--- config.mk ---
export PLATFORM = sky130hd
export DESIGN_NAME = sprite_ram_loader
export DESIGN_NICKNAME = d
export VERILOG_FILES = /design/src/rtl/sprite_ram_loader.sv
export SDC_FILE = /design/constraint.sdc
export NUM_CORES = 1
export LEC_CHECK = 0
export BUFFER_PORTS_ARGS = -buffer_cell sky130_fd_sc_hd__buf_2
export CAP_MARGIN = 15
export CORE_MARGIN = 2
export CORE_UTILIZATION = 30
export DETAILED_ROUTE_END_ITERATION = 7
export GPL_ROUTABILITY_DRIVEN = 0
export HOLD_SLACK_MARGIN = 0.15
export RECOVER_POWER = 25
export SETUP_SLACK_MARGIN = 0.5
export SYNTH_ARGS = -nofsm -noshare
export SYNTH_HDL_FRONTEND = slang
export SYNTH_SLANG_ARGS = --single-unit
--- constraint.sdc ---
create_clock -name clk -period 4.75 [get_ports clk]
set_input_delay 0.2375 -clock clk [delete_from_list [all_inputs] [get_ports clk]]
set_output_delay 0.2375 -clock clk [all_outputs]
set_load 0.005 [all_outputs]
--- src/rtl/sprite_ram_loader.sv ---
// Unpacks CPU pixel words LSB-first onto the sprite RAM write port, one pixel per clock.
// Optional running write checksum is built when SPRITE_LOADER_CHECKSUM_EN is defined.
module sprite_ram_loader #(
    parameter int ADDR_WIDTH = 8,
    parameter int DATA_WIDTH = 2,
    parameter int WORD_WIDTH = 32
) (
    input  logic                  clk,
    input  logic                  reset_n,
    input  logic                  cmd_start,
    input  logic [ADDR_WIDTH-1:0] cmd_addr,
    input  logic [ADDR_WIDTH-1:0] cmd_len,
    input  logic                  wr_valid,
    input  logic [WORD_WIDTH-1:0] wr_data,
    output logic                  wr_ready,
    output logic                  we,
    output logic [ADDR_WIDTH-1:0] addr_w,
    output logic [DATA_WIDTH-1:0] din,
    output logic                  busy,
    output logic                  done,
    output logic [15:0]           checksum
);

    localparam int PIX_PER_WORD = WORD_WIDTH / DATA_WIDTH;
    localparam int CNT_W        = $clog2(PIX_PER_WORD + 1);
    localparam logic [CNT_W-1:0]    PIX_LAST  = CNT_W'(PIX_PER_WORD);
    localparam logic [ADDR_WIDTH:0] FULL_LEN  = {1'b1, {ADDR_WIDTH{1'b0}}};

    typedef enum logic [1:0] {
        IDLE  = 2'd0,
        LOAD  = 2'd1,
        WRITE = 2'd2,
        DONE  = 2'd3
    } state_t;

    state_t                state_q, state_d;
    logic [ADDR_WIDTH-1:0] cur_addr_q, cur_addr_d;
    logic [ADDR_WIDTH:0]   remaining_q, remaining_d;
    logic [CNT_W-1:0]      pix_cnt_q, pix_cnt_d;
    logic [WORD_WIDTH-1:0] shift_q, shift_d;
    logic                  wr_ready_q, wr_ready_d;
    logic                  we_q, we_d;
    logic [ADDR_WIDTH-1:0] addr_w_q, addr_w_d;
    logic [DATA_WIDTH-1:0] din_q, din_d;
    logic                  busy_q, busy_d;
    logic                  done_q, done_d;
    logic [15:0]           checksum_q, checksum_d;

    always_comb begin
        state_d     = state_q;
        cur_addr_d  = cur_addr_q;
        remaining_d = remaining_q;
        pix_cnt_d   = pix_cnt_q;
        shift_d     = shift_q;
        we_d        = 1'b0;
        addr_w_d    = addr_w_q;
        din_d       = din_q;
        checksum_d  = checksum_q;

        case (state_q)
            IDLE: begin
                if (cmd_start) begin
                    cur_addr_d  = cmd_addr;
                    remaining_d = (cmd_len == '0) ? FULL_LEN : {1'b0, cmd_len};
                    checksum_d  = 16'h0000;
                    state_d     = LOAD;
                end
            end
            LOAD: begin
                if (wr_valid && wr_ready_q) begin
                    shift_d   = wr_data;
                    pix_cnt_d = '0;
                    state_d   = WRITE;
                end
            end
            WRITE: begin
                we_d        = 1'b1;
                addr_w_d    = cur_addr_q;
                din_d       = shift_q[DATA_WIDTH-1:0];
                checksum_d  = {checksum_q[14:0], checksum_q[15]}
                              ^ {{(16-DATA_WIDTH){1'b0}}, shift_q[DATA_WIDTH-1:0]};
                shift_d     = shift_q >> DATA_WIDTH;
                cur_addr_d  = cur_addr_q + ADDR_WIDTH'(1);
                remaining_d = remaining_q - (ADDR_WIDTH+1)'(1);
                pix_cnt_d   = pix_cnt_q + CNT_W'(1);
                // Length exhaustion wins: leftover pixels of the word are dropped.
                if (remaining_d == '0) begin
                    state_d = DONE;
                end else if (pix_cnt_d == PIX_LAST) begin
                    state_d = LOAD;
                end
            end
            DONE: begin
                state_d = IDLE;
            end
            default: begin
                state_d = IDLE;
            end
        endcase

        // Flags are registered from the next state so they line up with the state they describe.
        wr_ready_d = (state_d == LOAD);
        busy_d     = (state_d != IDLE);
        done_d     = (state_d == DONE);
    end

    always_ff @(posedge clk or negedge reset_n) begin
        if (!reset_n) begin
            state_q     <= IDLE;
            cur_addr_q  <= '0;
            remaining_q <= '0;
            pix_cnt_q   <= '0;
            shift_q     <= '0;
            wr_ready_q  <= 1'b0;
            we_q        <= 1'b0;
            addr_w_q    <= '0;
            din_q       <= '0;
            busy_q      <= 1'b0;
            done_q      <= 1'b0;
            checksum_q  <= 16'h0000;
        end else begin
            state_q     <= state_d;
            cur_addr_q  <= cur_addr_d;
            remaining_q <= remaining_d;
            pix_cnt_q   <= pix_cnt_d;
            shift_q     <= shift_d;
            wr_ready_q  <= wr_ready_d;
            we_q        <= we_d;
            addr_w_q    <= addr_w_d;
            din_q       <= din_d;
            busy_q      <= busy_d;
            done_q      <= done_d;
            checksum_q  <= checksum_d;
        end
    end

    assign wr_ready = wr_ready_q;
    assign we       = we_q;
    assign addr_w   = addr_w_q;
    assign din      = din_q;
    assign busy     = busy_q;
    assign done     = done_q;

`ifdef SPRITE_LOADER_CHECKSUM_EN
    assign checksum = checksum_q;
`else
    assign checksum = 16'h0000;
`endif

endmodule

# Word level (Yosys, flattened, before mapping)
# Index checks and enable logic that the tools add are counted.
# word_totals
inputBits,52
elab_cells,46
output_inout_bits,30
regBits,70
# op_classes
n_reduce_logical,9
n_mux,15
n_eq_ne,8
n_addsub,3
# ops
cell,n
$pmux W32 S2,1
$mux W32,1
$mux W9,2
$pmux W9 S2,1
$pmux W8 S2,1
$pmux W5 S2,1
$logic_not A9 Y1,1
$sub A9 B1 Y9 const B,1
$add A8 B1 Y8 const B,1
$logic_not A8 Y1,1
$mux W2,4
$mux W8,1
$pmux W2 S4,1
$eq A2 B2 Y1 const B,3
$reduce_bool A2 Y1,3
$add A5 B1 Y5 const B,1
$eq A5 B5 Y1 const B,1
$mux W5,1
$eq A2 B1 Y1 const B,2
$ne A2 B2 Y1 const B,2
$reduce_and A2 Y1,2
$logic_not A2 Y1,1
$logic_and A1 B1 Y1,1
$mux W1,1

# Depth between registers and ports, before layout
# depth
word_depth,6
depth_mapped,8
mapped_depth_nobuf,7

# Worst setup path after synthesis
# No wires, ideal clock.
# synth_path
kind,register -> register
from,reg remaining_q[1]
to,"reg wr_ready_q, in the netlist wr_ready"
arrival_ns,1.576
n_path_buf,0
path_stages_with_launch,8
setup_ns,0.119
path_slack_ns,3.056
t_required_ns,4.631
period_less_slack_ns,1.694
cell_sequence,dfrtp_1 inv_1 ha_1 or4b_1 nor3_1 a21o_2 a21oi_2 a21bo_1
# synth_via
elab_chain_cells,5
# synth_rtl
item,line,text
start: declaration,38,"logic [ADDR_WIDTH:0] remaining_q, remaining_d;"
start signal: assignment,124,remaining_q <= remaining_d;
$sub A9 B1 Y9,84,remaining_d = remaining_q - (ADDR_WIDTH+1)'(1);
$logic_not A9 Y1,87,if (remaining_d == '0) begin
$mux W2,87,
$pmux W2 S4,60,case (state_q)
$eq A2 B1 Y1,102,wr_ready_d = (state_d == LOAD);
net wr_ready_d,41,"logic wr_ready_q, wr_ready_d;"
end signal: assignment,127,wr_ready_q <= wr_ready_d;
end: declaration,41,
# The timed path passes the listed nets, and every way through them passes these cells.
# A chain may end at the register's enable or synchronous reset.

# Final worst setup path
# layout_path
from,reg state_q[1]
to,reg remaining_q[4]
# layout_via
elab_chain_cells,3
word_cells_on_any_way,6
classes_between,2 x eq/ne; 1 x mux; 3 x reduce/logical
# layout_rtl
item,line,text
start: declaration,36,"state_t state_q, state_d;"
start signal: assignment,122,state_q <= state_d;
$eq A2 B2 Y1 or $logic_not A2 Y1 (tied branches),60,
$reduce_bool A2 Y1 (no line) or $ne A2 B2 Y1 (tied branches),n/a,
$reduce_and A2 Y1 (no line),n/a,
# Parallel ways exist; a longest one is shown, timed or not.

==> metrics.md <==
| Metric | Value |
|---|---|
| Hold Path Depth | `3` |
| Initial antenna violation count | `0` |
| Number of global-route vias before repair | `~2,800` |
| Tcrit/Tclk final | `around 50%` |
| Slew @ Worst Pin | `roughly 1.8 ns` |
| Worst reg2reg startpoint | `state_q[1]` |
| Layout fillers | `between 1,000 and 1,500` |
| Yosys reg bits | `70` |
| Post-Syn Area | `0.00359 mm²` |
| Final setup TNS | `0 ns` |
| Final std cells w/o fill | `599` |
| Final Hold Vio Count | `0` |
| PD cells | `~600 mW/mm²` |
| Failing checks | `capacitance limit, slew limit` |
| R2r worst-path depth | `7` |
| Max Slew Vio Count | `71` |
| Clock power share | `around a quarter` |
| Final HPWL from detailed placement | `around 5.5 mm` |
| Max H-tree Level | `3` |
| Core area | `about 0.012 mm²` |
| CTS root buf | `clkbuf_16` |
| Inst Count DP | `slightly below 600` |
| Final Critical Period | `roughly 2.4 ns` |
| Total track usage | `between 10 and 15%` |
| Comb power frac | `roughly a third` |
| # rows | `39` |
| Via/cell ratio | `about 5` |
| Critical Path Start | `state_q[1]` |
| Status | `finished, violations left` |
| Top-count cell post-synth | `nand2_1` |
| Clk slew on worst S/H paths | `0.06 ns` |
| End of the critical path | `remaining_q[4]` |
| Die area | `approximately 0.013 mm²` |
| First-pass GRT wire length | `between 10 and 15 mm` |
| Seq/Total Area, Yosys | `between 40% and 50%` |
| DR vias | `between 2,000 and 3,000` |
| FF+latch area | `between 0.0015 and 0.002 mm²` |
| Initial drt markers | `194` |
| Height of the die | `around 110 µm` |
| Sequential share of power | `around 44%` |
| DRC | `0` |
| Overflow after GRT | `0` |
| Post-Route Skew | `just over 0.005 ns` |
| Main synth FF type | `dfrtp_1` |
| Pleak | `approximately 2.1 nW` |
| Initial Util | `a little under a third` |
| CTS tree | `done` |
| Hold_sp | `cmd_addr[1]` |
| Wire length per cell | `around 14 µm` |
| N_diodes | `0` |
| Rel. slew slack | `-18.2%` |
| Setup violators final | `0` |
| CP arrival | `roughly 2.6 ns` |
| Max-cap violation count | `1` |
| Synth top cells by count | `nand2_1 (80), dfrtp_1 (70), mux2i_1 (32), o21ai_0 (31)` |
| Clock Latency Late Sink | `between 0.3 and 0.4 ns` |
| Crit. End Element | `flop` |
| First-pass DRT Iterations | `4` |
| Synthesized area per cell | `~9 µm²` |
| Hold Crit Class | `in2reg` |
| Instance area at placement | `0.00396 mm²` |
| Post-DRT Antenna Nets | `0` |
| Setup crit start kind | `flop` |
| TritonCTS Buffers | `9` |
| Sw Ratio | `a little under two fifths` |
| Die Width | `between 100 and 150 µm` |
| Largest net degree at the start of global routing | `71` |
| Top-area cell type share of the netlist area | `48.8%` |
| Syn Inst Count | `between 300 and 400` |
| Critical R2R Capture | `remaining_q[4]` |
| Clk sink count | `70` |
| Post-synth EDFFs | `0` |
| Port Buf Inserts | `65` |
| Top cells by area, synth | `dfrtp_1 (49%), mux2i_1 (8.9%), nand2_1 (8.4%)` |
| Clk buf depth | `2` |
| P_int | `1.61 mW` |
| Area growth, synth to finish | `18.4%` |
| Worst Path Max Fanout | `69` |
| Worst reg-to-reg setup slack | `around 2.4 ns` |
| CP required | `about 5.0 ns` |
| YS warnings | `0` |
| Area leader, netlist | `dfrtp_1` |
| Multi-input logic area | `about 0.0016 mm²` |
| I/O pins | `between 80 and 90` |
| Maximum clock frequency | `roughly 420 MHz` |
| VDD IR max | `approximately 0.00023 V` |
| RSZ-0062 raised after global routing | `no` |
| Setup CP Type | `reg2reg` |
| Nets | `between 500 and 600` |
| Final cell area excluding filler cells | `0.00425 mm²` |
| Share of cells above drive strength 1 | `between 15 and 20%` |
| Distinct cells, synth | `47` |
| Net switching power | `roughly 940 µW` |
| Synth async-reset ratio | `100%` |
| WL final | `8.17 mm` |
## worst max-delay path, stage by stage, from the launching register on
cell and delay (ns):
dfrtp_1 0.68, nand2b_1 0.12, buf_4 0.27, inv_2 0.22, buf_4 0.52, nand2_1 0.11
o32ai_1 0.24, nor2_1 0.07
## through the flow
step	hold slack, ns	total power [mW]	util [%]	setup slack (ns)
floorplan	-0.0581	1.71	-	3.06
global placement	0.441	1.92	34.2	2.40
detailed placement	0.442	1.95	34.2	2.37
CTS	0.152	2.59	36.8	2.35
global route	0.186	2.78	36.8	2.10
finish	0.160	2.54	36.8	2.39
## cell families (layout without fill, tap and decap cells)
| family | Yosys count | after routing | synth area share, % |
|---|---|---|---|
| simple gates | 135 | 135 | 16.6 |
| compound gates | 99 | 99 | 16.3 |
| flops | 70 | 70 | 48.8 |
| buf+inv | 49 | 97 | 7.18 |
| mux | 32 | 32 | 8.92 |
| fa+ha+maj | 4 | 4 | 1.39 |
| xor+xnor | 3 | 3 | 0.732 |
| other cells | 1 | 16 | 0.104 |
## how the worst min path moves through the flow
stage                           endpoint  slack (ns)
after floorplan                addr_w[0]       -0.06
after global placement    remaining_q[7]        0.44
after detailed placement  remaining_q[3]        0.44
after CTS                  cur_addr_q[1]        0.15
after global routing       cur_addr_q[4]        0.19
final                      cur_addr_q[1]        0.16
## routing by layer
metal / wire length [µm] / vias up / global-route usage [%]
li1: - / 1470 / -
met1: 3660 / 1376 / 16.8
met3: 474 / 8 / 4.09
met5: 0 / - / 0
met2: 3910 / 75 / 22.2
met4: 121 / 0 / 6.26
## power by group through the flow
| stage | logic [mW] | clock network (mW) | registers (mW) |
|---|---|---|---|
| 2_1_floorplan | 0.670 | 0 | 1.04 |
| 3_3_place_gp | 0.798 | 0 | 1.12 |
| 3_5_place_dp | 0.825 | 0 | 1.13 |
| 4_1_cts | 0.829 | 0.638 | 1.12 |
| 5_1_grt | 0.943 | 0.665 | 1.17 |
| 6_report | 0.809 | 0.615 | 1.12 |
## final cells by class
| class | instances | share of cell area [%] |
|---|---|---|
| Clock buffer | 14 | 6.21 |
| Clock inverter | 1 | 0.118 |
| Inverter | 11 | 0.971 |
| Multi-Input combinational cell | 289 | 38.5 |
| Sequential cell | 70 | 41.2 |
| Tap cell | 143 | 4.21 |
| Timing Repair Buffer | 71 | 8.74 |
## registers in the layout (all words and copies together) (netlist names)
name,count
shift_q,32
remaining_q,9
addr_w,8
cur_addr_q,8
pix_cnt_q,5
din,2
state_q,2
busy,1
done,1
we,1
wr_ready,1
## timing repair
item | in CTS | in global routing
hold buffers | 3 | 0
endpoints found under the setup margin | 0 | 0
resized for setup | 0 | 0
setup buffers | 0 | 0
hold endpoints to repair | 72 | 0
## layout by cell type, fill, tap and decap left out, drive strengths merged, types with 4 or more instances in the layout
cell / n
dfrtp: 70
o21ai: 49
nand3: 13
nor3: 8
clkbuf: 20
o22ai: 8
ha: 4
nor2: 19
mux2i: 32
nor4: 5
a21oi: 20
inv: 11
conb: 16
nand2: 80
buf: 62
Note: power is estimated with default switching activity, not from simulation.
